--- src/rtl/mux2x1_rtl2.sv ---
// Two-input selector with a combinational output plus a registered shadow copy
// and a saturating counter of select transitions for debug visibility.
module mux2x1_rtl2 #(
  parameter int WIDTH     = 1,
  parameter int CNT_WIDTH = 8
) (
  input  logic                 clk,
  input  logic                 rst_n,
  input  logic [WIDTH-1:0]     in1,
  input  logic [WIDTH-1:0]     in2,
  input  logic                 select,
  input  logic                 en,
  input  logic                 clr,
  output logic [WIDTH-1:0]     out,
  output logic [WIDTH-1:0]     out_q,
  output logic                 sel_q,
  output logic [CNT_WIDTH-1:0] sel_changes,
  output logic                 cnt_sat
);

  localparam logic [CNT_WIDTH-1:0] CNT_MAX = {CNT_WIDTH{1'b1}};

  logic [WIDTH-1:0]     out_d;
  logic                 sel_d;
  logic                 sel_prev_q;
  logic                 sel_prev_d;
  logic [CNT_WIDTH-1:0] cnt_q;
  logic [CNT_WIDTH-1:0] cnt_d;
  logic                 sel_toggle;

  // Case form so an unknown select yields X rather than a silent default.
  always_comb begin
    case (select)
      1'b0:    out = in1;
      1'b1:    out = in2;
      default: out = 'x;
    endcase
  end

  always_comb begin
    out_d      = out_q;
    sel_d      = sel_q;
    sel_prev_d = select;
    sel_toggle = (select != sel_prev_q);
    cnt_d      = cnt_q;
    if (en) begin
      out_d = out;
      sel_d = select;
    end
    if (clr) begin
      cnt_d = '0;
    end else if (sel_toggle && (cnt_q != CNT_MAX)) begin
      cnt_d = cnt_q + 1'b1;
    end
  end

  always_ff @(posedge clk or negedge rst_n) begin
    if (!rst_n) begin
      out_q      <= '0;
      sel_q      <= 1'b0;
      sel_prev_q <= 1'b0;
      cnt_q      <= '0;
    end else begin
      out_q      <= out_d;
      sel_q      <= sel_d;
      sel_prev_q <= sel_prev_d;
      cnt_q      <= cnt_d;
    end
  end

  assign sel_changes = cnt_q;
  assign cnt_sat     = (cnt_q == CNT_MAX);

endmodule

--- config.mk ---
export PLATFORM = sky130hd
export DESIGN_NAME = mux2x1_rtl2
export DESIGN_NICKNAME = d
export VERILOG_FILES = /design/src/rtl/mux2x1_rtl2.sv
export SDC_FILE = /design/constraint.sdc
export NUM_CORES = 1
export LEC_CHECK = 0
export CAP_MARGIN = 20
export CORE_MARGIN = 3
export CORE_UTILIZATION = 30
export CTS_CLUSTER_DIAMETER = 80
export CTS_CLUSTER_SIZE = 12
export DETAILED_ROUTE_END_ITERATION = 12
export PLACE_DENSITY = 0.62
export SYNTH_ARGS = -nofsm -noshare
export SYNTH_HDL_FRONTEND = slang
export SYNTH_SLANG_ARGS = --single-unit
--- constraint.sdc ---
create_clock -name clk -period 2.1 [get_ports clk]
set_input_delay 0.42 -clock clk [delete_from_list [all_inputs] [get_ports clk]]
set_output_delay 0.42 -clock clk [all_outputs]
set_load 0.02 [all_outputs]
### Word-level counts from Yosys, hierarchy flattened

Index checks and enable logic that the tools add are counted.

* output and inout port bits: 12
* bits in registers: 11
* logic and storage cells: 14
* input port bits: 7

* reductions and logical operators: 2
* bitwise logic cells: 1
* add/subtract/negate cells: 1
* eq/ne operators: 3
* multiplexer cells: 3

Operators with widths (count)
* $mux W8: 2
* $add A8 B1 Y8 const B: 1
* $eq A8 B8 Y1 const B: 1
* $ne A8 B8 Y1 const B: 1
* $pmux W1 S2: 1
* $reduce_bool A2 Y1: 1
* $logic_and A1 B1 Y1: 1
* $ne A1 B1 Y1: 1
* $not A1 Y1: 1

### Depth between registers and ports, before layout

* word-level depth: 4
* gate-level depth with buffers: 5
* mapped depth without buffers: 4

### Worst setup path after synthesis

No wires, ideal clock.

* path type: register to register
* start: register cnt_q[0] (netlist: sel_changes[0])
* end: register cnt_q[7] (netlist: sel_changes[7])
* arrival time: 1635 ps
* path slack: 337 ps
* data required time: 1972 ps
* period minus slack after synthesis: 1763 ps
* path buffers: 1
* library setup time: 128 ps
* cell stages (with the launch flop): 6
* cells stage by stage: dfrtp_1 > ha_1 > and4_1 > clkbuf_2 > nor4_2 > mux2_1

* cells in the longest elaborated chain, start to end: 3
* elaborated cells on any way between the ends: 6
* those cells by class: 1 x add/sub; 1 x eq/ne; 2 x mux; 2 x reduce/logical

RTL lines
* start, declared: RTL line 27 `logic [CNT_WIDTH-1:0] cnt_q;`
* start signal, assigned: RTL line 67 `cnt_q <= cnt_d;`
* $add A8 B1 Y8 / $ne A8 B8 Y1 (equally long branches): RTL line 53, 52
* $mux W8 / $logic_and A1 B1 Y1 (equally long branches): RTL line 52 `end else if (sel_toggle && (cnt_q != CNT_MAX)) begin`
* $mux W8 / $reduce_bool A2 Y1 (equally long branches)

Several ways; a longest one is shown, not always the timed one. The select of a mux whose other input is x is not followed.
A chain may end at the register's enable or synchronous reset.

### Worst setup path in the final report

* start: input port select
* end: output port out

* cells in the longest elaborated chain, start to end: 2

RTL lines
* start, declared: RTL line 11 `input logic select,`
* $not A1 Y1: RTL line 33 `case (select)`
* $pmux W1 S2 *: RTL line 33
* end, declared: RTL line 14 `output logic [WIDTH-1:0] out,`

Mark *: on every way between the ends. The rest lies on a longest branch, timed or not.

==> flow_metrics.tcl <==
set metrics [dict create \
    cp-end-kind "output pin" \
    wire_per_inst_um 13.53 \
    port-buffer-count 18 \
    grt_first_pass_wirelength_mm 2.594 \
    final_nets 95 \
    htreeDepth 1 \
    cts_buffer_depth 2 \
    ios 19 \
    ant_nets 0 \
    yosysSeqAreaShare 0.4409 \
    row_count 15 \
    crit_type "in -> out" \
    worst_pin_slew_ns 0.5412 \
    path_clk_slew_ns 0.07 \
    crit_path_max_fanout 2 \
    period_share 0.9516 \
    worstPathCellList "clkdlybuf4s50_1 > mux2_2 > dlygate4sd2_1" \
    die_area_sq_um 2665 \
    synth_seq_cells 11 \
    report.final.slew_viol_count 0 \
    drc 0 \
    grt.overflow.total 0 \
    max_freq_ghz 0.5004 \
    clock-sinks 11 \
    cts_tree "yes" \
    start_util 0.3395 \
    synth-simple-area-share 0.2305 \
    drt-initial-drc-count 4 \
    root_buffer "clkbuf_4" \
    arrival_ns 1.58 \
    synthAdderAreaFrac 0.02004 \
    grt_max_degree 14 \
    min_period_ns 1.998 \
    fillers 189 \
    synthCells 59 \
    finClkSkew_ns 0.002867 \
    maxCapViolCount 0 \
    finalHoldViolations 0 \
    ys_types 27 \
    antenna_cells 0 \
    vias 553 \
    synth_xor_area_frac 0.04008 \
    syn_area_sq_um 624.3 \
    cp.required_ns 1.68 \
    outcome "completed" \
    synth_top_family_by_area "simple AND/OR/NAND/NOR gates" \
    grt_pass1_vias 533 \
    rsz0062_at_grt "no" \
    placed_area_sq_um 880.8 \
    dp.final_hpwl_mm 1.103 \
    drive_gt1_frac 0.1977 \
    design_area_sq_um 904.6 \
    grt_antenna_before_repair 0 \
    synth_nets 67 \
    die_width_um 51.62 \
    layout_common_cells "16 x clkdlybuf4s50_1, 11 x dfrtp_1, 8 x buf_4" \
    irDropWorstVdd_uv 342.1 \
    post-cts-setup-buffers 0 \
    insertion_delay_ns 0.27 \
    setup_viol 0 \
    grtUsageTotal 0.1326 \
    muxShareOfSynthArea 0.1242 \
    reg2reg_setup_slack_ns 0.35 \
    cts_buffers 3 \
    ys_warn_count 0 \
    syn_to_final_growth_pct 44.89 \
    p_leak_nw 0.3882 \
    layout_commonest_cell "clkdlybuf4s50_1" \
    critical_path.slowest_cell "clkdlybuf4s50_1" \
    core_area_sq_um 1839 \
    relSlewSlack 0.6380 \
    gp_congestion 0.7841 \
    ys_async_sr_fraction 1.000 \
    die_height_um 51.62 \
    synth-edff-count 0 \
    wl_mm 1.502 \
    slowest_delay_ns 0.49 \
    synth_area_per_cell_sq_um 10.58 \
    cts_hold_buf 0 \
    power.density_nw_per_um2 528.4 \
    setup_tns_ns 0 \
    critPathLaunchType "input pin" \
    routed_via_density 4.982 \
    yosys_most_used_dff "dfrtp_1" \
    fin_util 0.4918 \
    synth_compound_area_frac 0.1142 \
    hold_path.class "in -> async" \
    dr.pass1.iters 4 \
]
## sequential cells by signal (all words and copies together), names as in the netlist
| signal | cells |
|---|---|
| out_q | 1 |
| sel_prev_q | 1 |
| sel_q | 1 |
| sel_changes | 8 |
## final timing paths
| kind | depth (start not counted) | to | startpoint |
|---|---|---|---|
| setup / recovery | 3 | out | select |
| hold / removal | 1 | sel_changes[4]$_DFFE_PN0P_ | rst_n |
| setup reg to reg | 5 | sel_changes[7]$_DFFE_PN0P_ | sel_changes[0]$_DFFE_PN0P_ |
| hold reg to reg | 1 | sel_q$_DFFE_PN0P_ | sel_q$_DFFE_PN0P_ |
| max in group asynchronous | 1 | sel_changes[3]$_DFFE_PN0P_ | rst_n |
| min in group clk | 1 | sel_q$_DFFE_PN0P_ | sel_q$_DFFE_PN0P_ |
## logic make-up after synthesis
group | count (synthesis)
flip-flops | 11
XOR/XNOR | 2
AO/OA/AOI/OAI | 10
buffers and inverters | 4
multiplexers | 7
adder cells (fa/ha/maj) | 1
AND/OR/NAND/NOR | 24
## worst max-delay path: cells and delay by family
family | cells | cell delay (ns)
muxes | 1 | 0.34
buffers and inverters | 2 | 0.81
## power by group
group | switching [mW] | internal, mW | total (mW)
combinational | 0.0518 | 0.0540 | 0.106
sequential | 0.00577 | 0.222 | 0.228
clock | 0.0705 | 0.0735 | 0.144
total | 0.128 | 0.350 | 0.478
## per-stage QoR
stage | total power [mW] | std cells | worst slack [ns] | hold WS (ns)
3_3_place_gp | 0.3389 | 107 | -0.1039 | 0.4923
5_1_grt | 0.5031 | 111 | 0.05731 | 0.5166
3_5_place_dp | 0.3396 | 107 | -0.1206 | 0.4956
2_1_floorplan | 0.2829 | 59 | 0.3370 | 0.1244
6_report | 0.4780 | 111 | 0.1017 | 0.5023
4_1_cts | 0.4839 | 111 | 0.09779 | 0.4985
## cell usage after synthesis (2+ instances only)
library cell	n	area (sq um)
dfrtp_1	11	275.3
a211oi_1	4	30.03
mux2_2	4	45.04
nor2_1	4	15.01
nor2b_1	4	25.02
nand2b_1	3	18.77
nand3_1	3	15.01
a21oi_1	2	10.01
and2_1	2	12.51
and3_1	2	12.51
buf_2	2	10.01
mux2_1	2	22.52
nor4_1	2	12.51
## per-layer routing
layer	track usage	wire length [um]	part of all wire	up-vias
li1	-	-	-	272
met1	0.1735	748	0.50	265
met2	0.1949	678	0.45	14
met3	0.05444	59	0.039	2
met4	0.04803	16	0.011	0
met5	0	0	0	-
## area by class of cell
cell class | instances | area (sq um) | area share
multi-input combinational | 44 | 330.3 | 0.3651
tap | 25 | 31.28 | 0.03458
sequential | 11 | 275.3 | 0.3043
inverter | 1 | 3.754 | 0.004149
timing repair buffer | 26 | 237.7 | 0.2628
clock buffer | 4 | 26.28 | 0.02905
## timing repair
item                                   4_1_cts  5_1_grt
setup endpoints to repair                    2        0
gates resized for setup                      2        0
endpoints found under the hold margin        0        0
Power figures use the tool's default switching activity.
